## config.mk

```make
export PLATFORM = sky130hd
export DESIGN_NAME = mem_access_ctrl_flat
export DESIGN_NICKNAME = d
export VERILOG_FILES = /design/src/rtl/mem_access_ctrl_pkg.sv /design/src/rtl/mem_access_ctrl_if.sv /design/src/rtl/mem_access_ctrl_load_extend.sv /design/src/rtl/mem_access_ctrl.sv /design/src/flat_wrapper.sv
export SDC_FILE = /design/constraint.sdc
export NUM_CORES = 1
export LEC_CHECK = 0
export ABC_CLOCK_PERIOD_IN_PS = 11550
export CORE_MARGIN = 4
export CORE_UTILIZATION = 42
export DETAILED_ROUTE_END_ITERATION = 8
export PLACE_DENSITY = 0.86
export SLEW_MARGIN = 0
export SYNTH_ARGS = -nofsm -noshare
export SYNTH_HDL_FRONTEND = slang
export SYNTH_SLANG_ARGS = --single-unit
```

## constraint.sdc

```tcl
create_clock -name clk -period 11.55 [get_ports clk]
set_clock_uncertainty 0.05 [all_clocks]
set_input_delay 2.31 -clock clk [delete_from_list [all_inputs] [get_ports clk]]
set_output_delay 2.31 -clock clk [all_outputs]
set_load 0.05 [all_outputs]
```

## src/rtl/mem_access_ctrl_pkg.sv

```systemverilog
// Shared types and helpers for the unified instruction/data memory initiator.
// Holds the func3 encodings, controller state enum and access-size lookup.
package femto_mem_pkg;

  localparam logic [2:0] F3_B  = 3'b000;
  localparam logic [2:0] F3_H  = 3'b001;
  localparam logic [2:0] F3_W  = 3'b010;
  localparam logic [2:0] F3_BU = 3'b100;
  localparam logic [2:0] F3_HU = 3'b101;

  typedef enum logic [1:0] {
    IDLE  = 2'd0,
    FETCH = 2'd1,
    DATA  = 2'd2
  } mac_state_t;

  // Bytes touched by a load/store; 0 marks an encoding with no legal access.
  function automatic logic [2:0] access_size(input logic [2:0] func3);
    case (func3)
      F3_B, F3_BU: access_size = 3'd1;
      F3_H, F3_HU: access_size = 3'd2;
      F3_W:        access_size = 3'd4;
      default:     access_size = 3'd0;
    endcase
  endfunction

endpackage

```

## src/rtl/mem_access_ctrl_if.sv

```systemverilog
// Core-side fetch/data handshakes and the single memory port, bundled together.
// master = the access controller, slave = core plus memory.
interface mem_access_ctrl_if;
  logic        if_req;
  logic [31:0] if_addr;
  logic        if_ready;
  logic [31:0] if_instr;
  logic        if_err;

  logic        d_req;
  logic        d_we;
  logic [2:0]  d_func3;
  logic [31:0] d_addr;
  logic [31:0] d_wdata;
  logic        d_ready;
  logic [31:0] d_rdata;
  logic        d_err;

  logic        mem_phase;
  logic [31:0] mem_addr;
  logic        mem_read;
  logic        mem_write;
  logic [2:0]  mem_func3;
  logic [31:0] mem_wdata;
  logic [31:0] mem_rdata;

  modport master (
    input  if_req, if_addr, d_req, d_we, d_func3, d_addr, d_wdata, mem_rdata,
    output if_ready, if_instr, if_err, d_ready, d_rdata, d_err,
           mem_phase, mem_addr, mem_read, mem_write, mem_func3, mem_wdata
  );

  modport slave (
    output if_req, if_addr, d_req, d_we, d_func3, d_addr, d_wdata, mem_rdata,
    input  if_ready, if_instr, if_err, d_ready, d_rdata, d_err,
           mem_phase, mem_addr, mem_read, mem_write, mem_func3, mem_wdata
  );
endinterface

```

## src/rtl/mem_access_ctrl_load_extend.sv

```systemverilog
// Extends zero-extended byte/half memory data to the RV32 load result.
// Purely combinational so the writeback stage can reuse it.
module load_extend
  import femto_mem_pkg::*;
(
  input  logic [2:0]  func3,
  input  logic [31:0] raw,
  output logic [31:0] ext
);

  always_comb begin
    ext = raw;
    case (func3)
      F3_B:    ext = {{24{raw[7]}}, raw[7:0]};
      F3_H:    ext = {{16{raw[15]}}, raw[15:0]};
      F3_BU:   ext = {24'h0, raw[7:0]};
      F3_HU:   ext = {16'h0, raw[15:0]};
      default: ext = raw;
    endcase
  end

endmodule

```

## src/rtl/mem_access_ctrl.sv

```systemverilog
// Arbitrates fetch and load/store requests onto the single-port unified memory.
// state | meaning
// IDLE  | sample requests, arbitrate, answer illegal requests directly
// FETCH | instruction-half read cycle, capture word at closing edge
// DATA  | data-half load/store cycle, capture extended load data
module mem_access_ctrl
  import femto_mem_pkg::*;
#(
  parameter int DATA_BYTES  = 512,
  parameter int INSTR_BYTES = 512
) (
  input  logic               clk,
  input  logic               rst,
  mem_access_ctrl_if.master  bus
);

  mac_state_t  state_q, state_d;
  logic        rr_fetch_last_q, rr_fetch_last_d;
  logic        if_ready_q, if_ready_d;
  logic        if_err_q, if_err_d;
  logic [31:0] if_instr_q, if_instr_d;
  logic        d_ready_q, d_ready_d;
  logic        d_err_q, d_err_d;
  logic [31:0] d_rdata_q, d_rdata_d;

  logic        f_pend, d_pend, pick_fetch, pick_data;
  logic        f_bad, d_bad, f3_ok, align_ok;
  logic [2:0]  d_size;
  logic [32:0] d_end;
  logic [31:0] ext_rdata;

  load_extend u_load_extend (
    .func3 (bus.d_func3),
    .raw   (bus.mem_rdata),
    .ext   (ext_rdata)
  );

  // A port whose ready is high is still holding the request just answered.
  always_comb begin
    f_pend     = bus.if_req && !if_ready_q;
    d_pend     = bus.d_req && !d_ready_q;
    pick_fetch = f_pend && (!d_pend || !rr_fetch_last_q);
    pick_data  = d_pend && !pick_fetch;

    f_bad = (bus.if_addr[1:0] != 2'b00) || (bus.if_addr > 32'(INSTR_BYTES - 4));

    d_size = access_size(bus.d_func3);
    if (bus.d_we) begin
      f3_ok = (bus.d_func3 == F3_B) || (bus.d_func3 == F3_H) || (bus.d_func3 == F3_W);
    end else begin
      f3_ok = (d_size != 3'd0);
    end

    case (bus.d_func3)
      F3_W:       align_ok = (bus.d_addr[1:0] == 2'b00);
      F3_H, F3_HU: align_ok = !bus.d_addr[0];
      default:    align_ok = 1'b1;
    endcase

    // 33-bit sum so offsets near 2^32 cannot wrap into range.
    d_end = {1'b0, bus.d_addr} + {30'h0, d_size};
    d_bad = !f3_ok || !align_ok || (d_end > 33'(DATA_BYTES));
  end

  always_comb begin
    state_d         = state_q;
    rr_fetch_last_d = rr_fetch_last_q;
    if_ready_d      = 1'b0;
    if_err_d        = 1'b0;
    if_instr_d      = if_instr_q;
    d_ready_d       = 1'b0;
    d_err_d         = 1'b0;
    d_rdata_d       = d_rdata_q;
    bus.mem_phase   = 1'b0;
    bus.mem_addr    = 32'h0;
    bus.mem_read    = 1'b0;
    bus.mem_write   = 1'b0;
    bus.mem_func3   = 3'b000;
    bus.mem_wdata   = 32'h0;

    case (state_q)
      IDLE: begin
        if (pick_fetch) begin
          rr_fetch_last_d = 1'b1;
          if (f_bad) begin
            if_ready_d = 1'b1;
            if_err_d   = 1'b1;
            if_instr_d = 32'h0;
          end else begin
            state_d = FETCH;
          end
        end else if (pick_data) begin
          rr_fetch_last_d = 1'b0;
          if (d_bad) begin
            d_ready_d = 1'b1;
            d_err_d   = 1'b1;
            d_rdata_d = 32'h0;
          end else begin
            state_d = DATA;
          end
        end
      end

      FETCH: begin
        bus.mem_phase = 1'b1;
        bus.mem_addr  = bus.if_addr;
        if_instr_d    = bus.mem_rdata;
        if_ready_d    = 1'b1;
        state_d       = IDLE;
      end

      DATA: begin
        bus.mem_addr  = bus.d_addr;
        bus.mem_func3 = bus.d_func3;
        bus.mem_read  = !bus.d_we;
        bus.mem_write = bus.d_we;
        bus.mem_wdata = bus.d_wdata;
        d_rdata_d     = bus.d_we ? 32'h0 : ext_rdata;
        d_ready_d     = 1'b1;
        state_d       = IDLE;
      end

      default: state_d = IDLE;
    endcase
  end

  always_ff @(posedge clk) begin
    if (rst) begin
      state_q         <= IDLE;
      rr_fetch_last_q <= 1'b1;
      if_ready_q      <= 1'b0;
      if_err_q        <= 1'b0;
      if_instr_q      <= 32'h0;
      d_ready_q       <= 1'b0;
      d_err_q         <= 1'b0;
      d_rdata_q       <= 32'h0;
    end else begin
      state_q         <= state_d;
      rr_fetch_last_q <= rr_fetch_last_d;
      if_ready_q      <= if_ready_d;
      if_err_q        <= if_err_d;
      if_instr_q      <= if_instr_d;
      d_ready_q       <= d_ready_d;
      d_err_q         <= d_err_d;
      d_rdata_q       <= d_rdata_d;
    end
  end

  assign bus.if_ready = if_ready_q;
  assign bus.if_err   = if_err_q;
  assign bus.if_instr = if_instr_q;
  assign bus.d_ready  = d_ready_q;
  assign bus.d_err    = d_err_q;
  assign bus.d_rdata  = d_rdata_q;

endmodule

```

## src/flat_wrapper.sv

```systemverilog
// flat-port wrapper written by rule: the top's interface ports become plain ports
module mem_access_ctrl_flat import femto_mem_pkg::*;
#(
  parameter int DATA_BYTES  = 512,
  parameter int INSTR_BYTES = 512
)
  (clk, rst, bus_if_req, bus_if_addr, bus_d_req, bus_d_we, bus_d_func3, bus_d_addr, bus_d_wdata, bus_mem_rdata, bus_if_ready, bus_if_instr, bus_if_err, bus_d_ready, bus_d_rdata, bus_d_err, bus_mem_phase, bus_mem_addr, bus_mem_read, bus_mem_write, bus_mem_func3, bus_mem_wdata);
  mem_access_ctrl_if bus_i ();
  input  logic clk;
  input  logic rst;
  input wire logic [$bits(bus_i.if_req)-1:0] bus_if_req;
  input wire logic [$bits(bus_i.if_addr)-1:0] bus_if_addr;
  input wire logic [$bits(bus_i.d_req)-1:0] bus_d_req;
  input wire logic [$bits(bus_i.d_we)-1:0] bus_d_we;
  input wire logic [$bits(bus_i.d_func3)-1:0] bus_d_func3;
  input wire logic [$bits(bus_i.d_addr)-1:0] bus_d_addr;
  input wire logic [$bits(bus_i.d_wdata)-1:0] bus_d_wdata;
  input wire logic [$bits(bus_i.mem_rdata)-1:0] bus_mem_rdata;
  output wire logic [$bits(bus_i.if_ready)-1:0] bus_if_ready;
  output wire logic [$bits(bus_i.if_instr)-1:0] bus_if_instr;
  output wire logic [$bits(bus_i.if_err)-1:0] bus_if_err;
  output wire logic [$bits(bus_i.d_ready)-1:0] bus_d_ready;
  output wire logic [$bits(bus_i.d_rdata)-1:0] bus_d_rdata;
  output wire logic [$bits(bus_i.d_err)-1:0] bus_d_err;
  output wire logic [$bits(bus_i.mem_phase)-1:0] bus_mem_phase;
  output wire logic [$bits(bus_i.mem_addr)-1:0] bus_mem_addr;
  output wire logic [$bits(bus_i.mem_read)-1:0] bus_mem_read;
  output wire logic [$bits(bus_i.mem_write)-1:0] bus_mem_write;
  output wire logic [$bits(bus_i.mem_func3)-1:0] bus_mem_func3;
  output wire logic [$bits(bus_i.mem_wdata)-1:0] bus_mem_wdata;
  assign bus_i.if_req = bus_if_req;
  assign bus_i.if_addr = bus_if_addr;
  assign bus_i.d_req = bus_d_req;
  assign bus_i.d_we = bus_d_we;
  assign bus_i.d_func3 = bus_d_func3;
  assign bus_i.d_addr = bus_d_addr;
  assign bus_i.d_wdata = bus_d_wdata;
  assign bus_i.mem_rdata = bus_mem_rdata;
  assign bus_if_ready = bus_i.if_ready;
  assign bus_if_instr = bus_i.if_instr;
  assign bus_if_err = bus_i.if_err;
  assign bus_d_ready = bus_i.d_ready;
  assign bus_d_rdata = bus_i.d_rdata;
  assign bus_d_err = bus_i.d_err;
  assign bus_mem_phase = bus_i.mem_phase;
  assign bus_mem_addr = bus_i.mem_addr;
  assign bus_mem_read = bus_i.mem_read;
  assign bus_mem_write = bus_i.mem_write;
  assign bus_mem_func3 = bus_i.mem_func3;
  assign bus_mem_wdata = bus_i.mem_wdata;
  mem_access_ctrl #(.DATA_BYTES(DATA_BYTES), .INSTR_BYTES(INSTR_BYTES)) u_core (.clk(clk), .rst(rst), .bus(bus_i));
endmodule
```

==> load_flow_metrics.sql <==
INSERT INTO impl_metrics (metric_group, metric, value, unit) VALUES
('outcome', 'status', 'finished clean', ''),
('critical_path', 'timing.critical_path.required', '9.19', 'ns'),
('yosys', 'synth_area_leaders', 'dfxtp_1 30%, nand2_1 6.8%, nand3_1 6.0%', ''),
('route', 'via_count', '5697', ''),
('floorplan', 'die_height', '113.5', 'um'),
('critical_path', 'worstSetupEndpointType', 'primary output', ''),
('floorplan', 'core-area', '10890', 'um^2'),
('floorplan', 'initial_cell_density_of_the_core', '42.94', '%'),
('yosys', 'synth.largest_area_cell', 'dfxtp_1', ''),
('clock_tree', 'post_cts_resized', '0', ''),
('sta', 'hold_slack', '0.4022', 'ns'),
('global_route', 'grt_first_pass_wirelength', '29.48', 'mm'),
('sta', 'worst_slew_pin_slew', '1.132', 'ns'),
('yosys', 'combined_area_of_all_synthesized_cells', '4676', 'um^2'),
('global_route', 'grt_max_degree', '72', ''),
('placement', 'gp_routability_congestion', '0.8919', ''),
('yosys', 'synth.yosys.seq_area_share', '30.40', '%'),
('clock_tree', 'clock_transition_time_at_the_flip_flop_clock_pins_of_the_worst_setup_and_hold_paths', '0.08', 'ns'),
('route', 'dr.pass1.iters', '5', ''),
('route', 'finalWirelength', '18.85', 'mm'),
('clock_tree', 'insertion_delay', '0.35', 'ns'),
('flow_run', 'maxCapViolations', '0', ''),
('yosys', 'syn_nets', '762', ''),
('yosys', 'synthesis.area_per_instance', '7.554', 'um^2'),
('floorplan', 'num_io_pins', '274', ''),
('clock_tree', 'clock_tree.root_cell', 'clkbuf_8', ''),
('route', 'post-route-drc-count', '0', ''),
('yosys', 'yosysTopAreaCellShare', '30.40', '%'),
('critical_path', 'worstPathMaxFanout', '6', ''),
('sta', 'final_hold_viol_count', '0', ''),
('clock_tree', 'cts_buffers', '9', ''),
('finish', 'syn_to_final_growth', '63.63', '%'),
('floorplan', 'die-width', '113.5', 'um'),
('global_route', 'globalRouteOverflowTotal', '0', ''),
('power_and_ir_drop', 'power_density', '74.41', 'nW/um^2'),
('worst_hold_path', 'hp-class', 'reg -> reg', ''),
('floorplan', 'placement_rows', '38', ''),
('clock_tree', 'ctsLongestPathBuffers', '2', ''),
('yosys', 'synth_enable_flop_cells', '0', ''),
('route', 'drt-initial-drc-count', '397', ''),
('yosys', 'synth_warnings', '0', ''),
('sta', 'achievable_clock_frequency', '152.9', 'MHz'),
('clock_tree', 'tritoncts_clock_tree', 'built', ''),
('sta', 'setup_tns', '0', 'ns'),
('route', 'vias_per_cell', '5.635', ''),
('sta', 'period_minus_slack', '6.542', 'ns'),
('route', 'detail_route.wl_per_cell', '18.64', 'um'),
('yosys', 'synth_ff_type', 'dfxtp_1', ''),
('yosys', 'netlist_instances', '619', ''),
('sta', 'finalSetupViolCount', '0', ''),
('finish', 'insertedDiodeCount', '0', ''),
('global_route', 'global_route_total_usage_across_every_layer', '28.18', '%'),
('yosys', 'netlist-cell-type-count', '67', ''),
('yosys', 'async_flop_share', '0', '%'),
('critical_path', 'critical_path_class', 'in -> out', ''),
('finish', 'drive_gt1_share', '5.052', '%'),
('global_route', 'number_of_global_route_vias_before_repair', '5616', ''),
('power_and_ir_drop', 'worst_ir_drop_vdd', '0.06954', 'mV'),
('clock_tree', 'cts.hold.buffers_added', '0', ''),
('floorplan', 'die_area', '12880', 'um^2'),
('route', 'post_route_ant_nets', '0', ''),
('finish', 'design.final.nets', '1009', ''),
('global_route', 'antenna_found_initial', '0', ''),
('sta', 'final.period_utilization', '56.64', '%'),
('placement', 'port_buffers', '273', ''),
('clock_tree', 'cts.repair_timing.setup_buffer_count', '0', ''),
('sta', 'setup_repair_after_global_routing_missed_its_margin', 'false', ''),
('sta', 'final-max-slew-violation-count', '0', ''),
('power_and_ir_drop', 'power.leakage', '2.542', 'nW'),
('clock_tree', 'cts.htree.levels', '3', ''),
('placement', 'place.detailed.hpwl', '14.46', 'mm'),
('sta', 'slew_headroom', '24.54', '%'),
('yosys', 'synth.ff_latch_count', '71', ''),
('critical_path', 'arrival_time_at_the_worst_endpoint', '4.18', 'ns'),
('critical_path', 'startpoint_type', 'primary input', ''),
('clock_tree', 'cts.sinks', '71', '');
## kinds of logic (layout without fill, tap and decap cells)
logic type | Yosys count | in the layout | share of synthesized area (%)
muxes | 19 | 19 | 4.067
buffers and inverters | 53 | 305 | 4.763
adders and majority gates | 7 | 7 | 2.034
and+or+nand+nor | 307 | 307 | 35.83
AOI/OAI and AO/OA | 154 | 154 | 21.41
xor gates and xnor gates | 8 | 8 | 1.498
DFF | 71 | 71 | 30.40
## layer usage
layer	wire length (um)	up-vias	global-route usage [%]	part of all wire [%]
li1	-	2718	-	-
met1	7386	2655	34.04	39
met2	9202	290	48.06	49
met3	1848	34	8.276	9.8
met4	410	0	9.135	2.2
met5	0	-	0	0
## through the flow
stage	util (%)	power, mW	instances	worst slack [ns]	area [um^2]
after detailed placement	68.41	0.3650	995	5.022	7448
after global placement	68.41	0.3634	995	5.052	7448
final	70.27	0.5693	1011	5.008	7651
after floorplan	-	0.2959	619	5.838	4676
after global routing	70.27	0.5899	1011	4.971	7651
after CTS	70.27	0.5713	1011	5.008	7651
## placed cells by master (no fill, tap or decap), drive strengths merged, types with 5 or more instances in the layout
cell type        n
clkdlybuf4s50  273
and2            39
ha               6
nand2           86
nand3           57
nor3            13
inv             12
nor4            10
a21oi           45
nor2b           37
nand4           12
mux2i           19
o21ai           40
dfxtp           71
nor2            23
clkbuf           9
buf              5
a211oi           5
a22oi           32
or4              5
and3            13
## critical path: stages
cell	delay, ns
clkdlybuf4s50_1	0.63
a22oi_1	0.18
nor2b_1	0.23
clkdlybuf4s50_1	0.83
## power by group
| part | switching, mW | total, mW | internal (mW) |
|---|---|---|---|
| clock network | 0.106 | 0.208 | 0.102 |
| registers | 0.000531 | 0.246 | 0.246 |
| logic | 0.0584 | 0.116 | 0.0571 |
## worst paths after layout
path | start | to | slack (ns) | cells past startpoint
worst max register to register | u_core.state_q[0] | u_core.bus.d_rdata[28] | 8.25 | 8
worst min-delay path | u_core.bus.d_rdata[11] | u_core.bus.d_rdata[11] | 0.40 | 2
worst min register to register | u_core.bus.d_rdata[11] | u_core.bus.d_rdata[11] | 0.40 | 2
worst max-delay path | bus_d_addr[19] | bus_mem_addr[19] | 5.01 | 4
## layout make-up
cell class                 instances  area, um^2
clock buffer                       9       123.9
timing repair buffer             278        2770
tap                              140       175.2
fill                             882        3237
clock inverter                     7       78.83
multi-input combinational        495        3040
inverter                          11       41.29
sequential                        71        1421
## sequential cells by signal, summed over array words and instances (netlist names)
name                    cells
u_core.bus.if_instr        32
u_core.bus.if_err           1
u_core.bus.d_rdata         32
u_core.state_q              2
u_core.bus.d_ready          1
u_core.rr_fetch_last_q      1
u_core.bus.if_ready         1
u_core.bus.d_err            1
## cells in the mapped netlist (2+ instances only)
cell type / count
a2111oi_4: 2
a211o_1: 2
a211oi_1: 5
a21o_1: 4
a21oi_1: 45
a22oi_1: 32
a31o_2: 2
a31oi_1: 2
and2_1: 38
and3_1: 13
and4_1: 2
buf_1: 6
buf_6: 3
clkbuf_1: 32
clkinv_1: 2
dfxtp_1: 71
ha_1: 6
inv_1: 8
mux2i_1: 19
nand2_1: 85
nand2b_1: 2
nand3_1: 56
nand4_1: 10
nor2_1: 23
nor2b_1: 37
nor3_1: 11
nor3b_1: 2
nor4_1: 8
nor4b_2: 2
o21a_1: 4
o21ai_0: 22
o21ai_1: 18
o31ai_1: 2
or4_1: 3
or4_4: 2
xnor2_1: 4
xor2_1: 4
(Power assumes the default switching activity.)
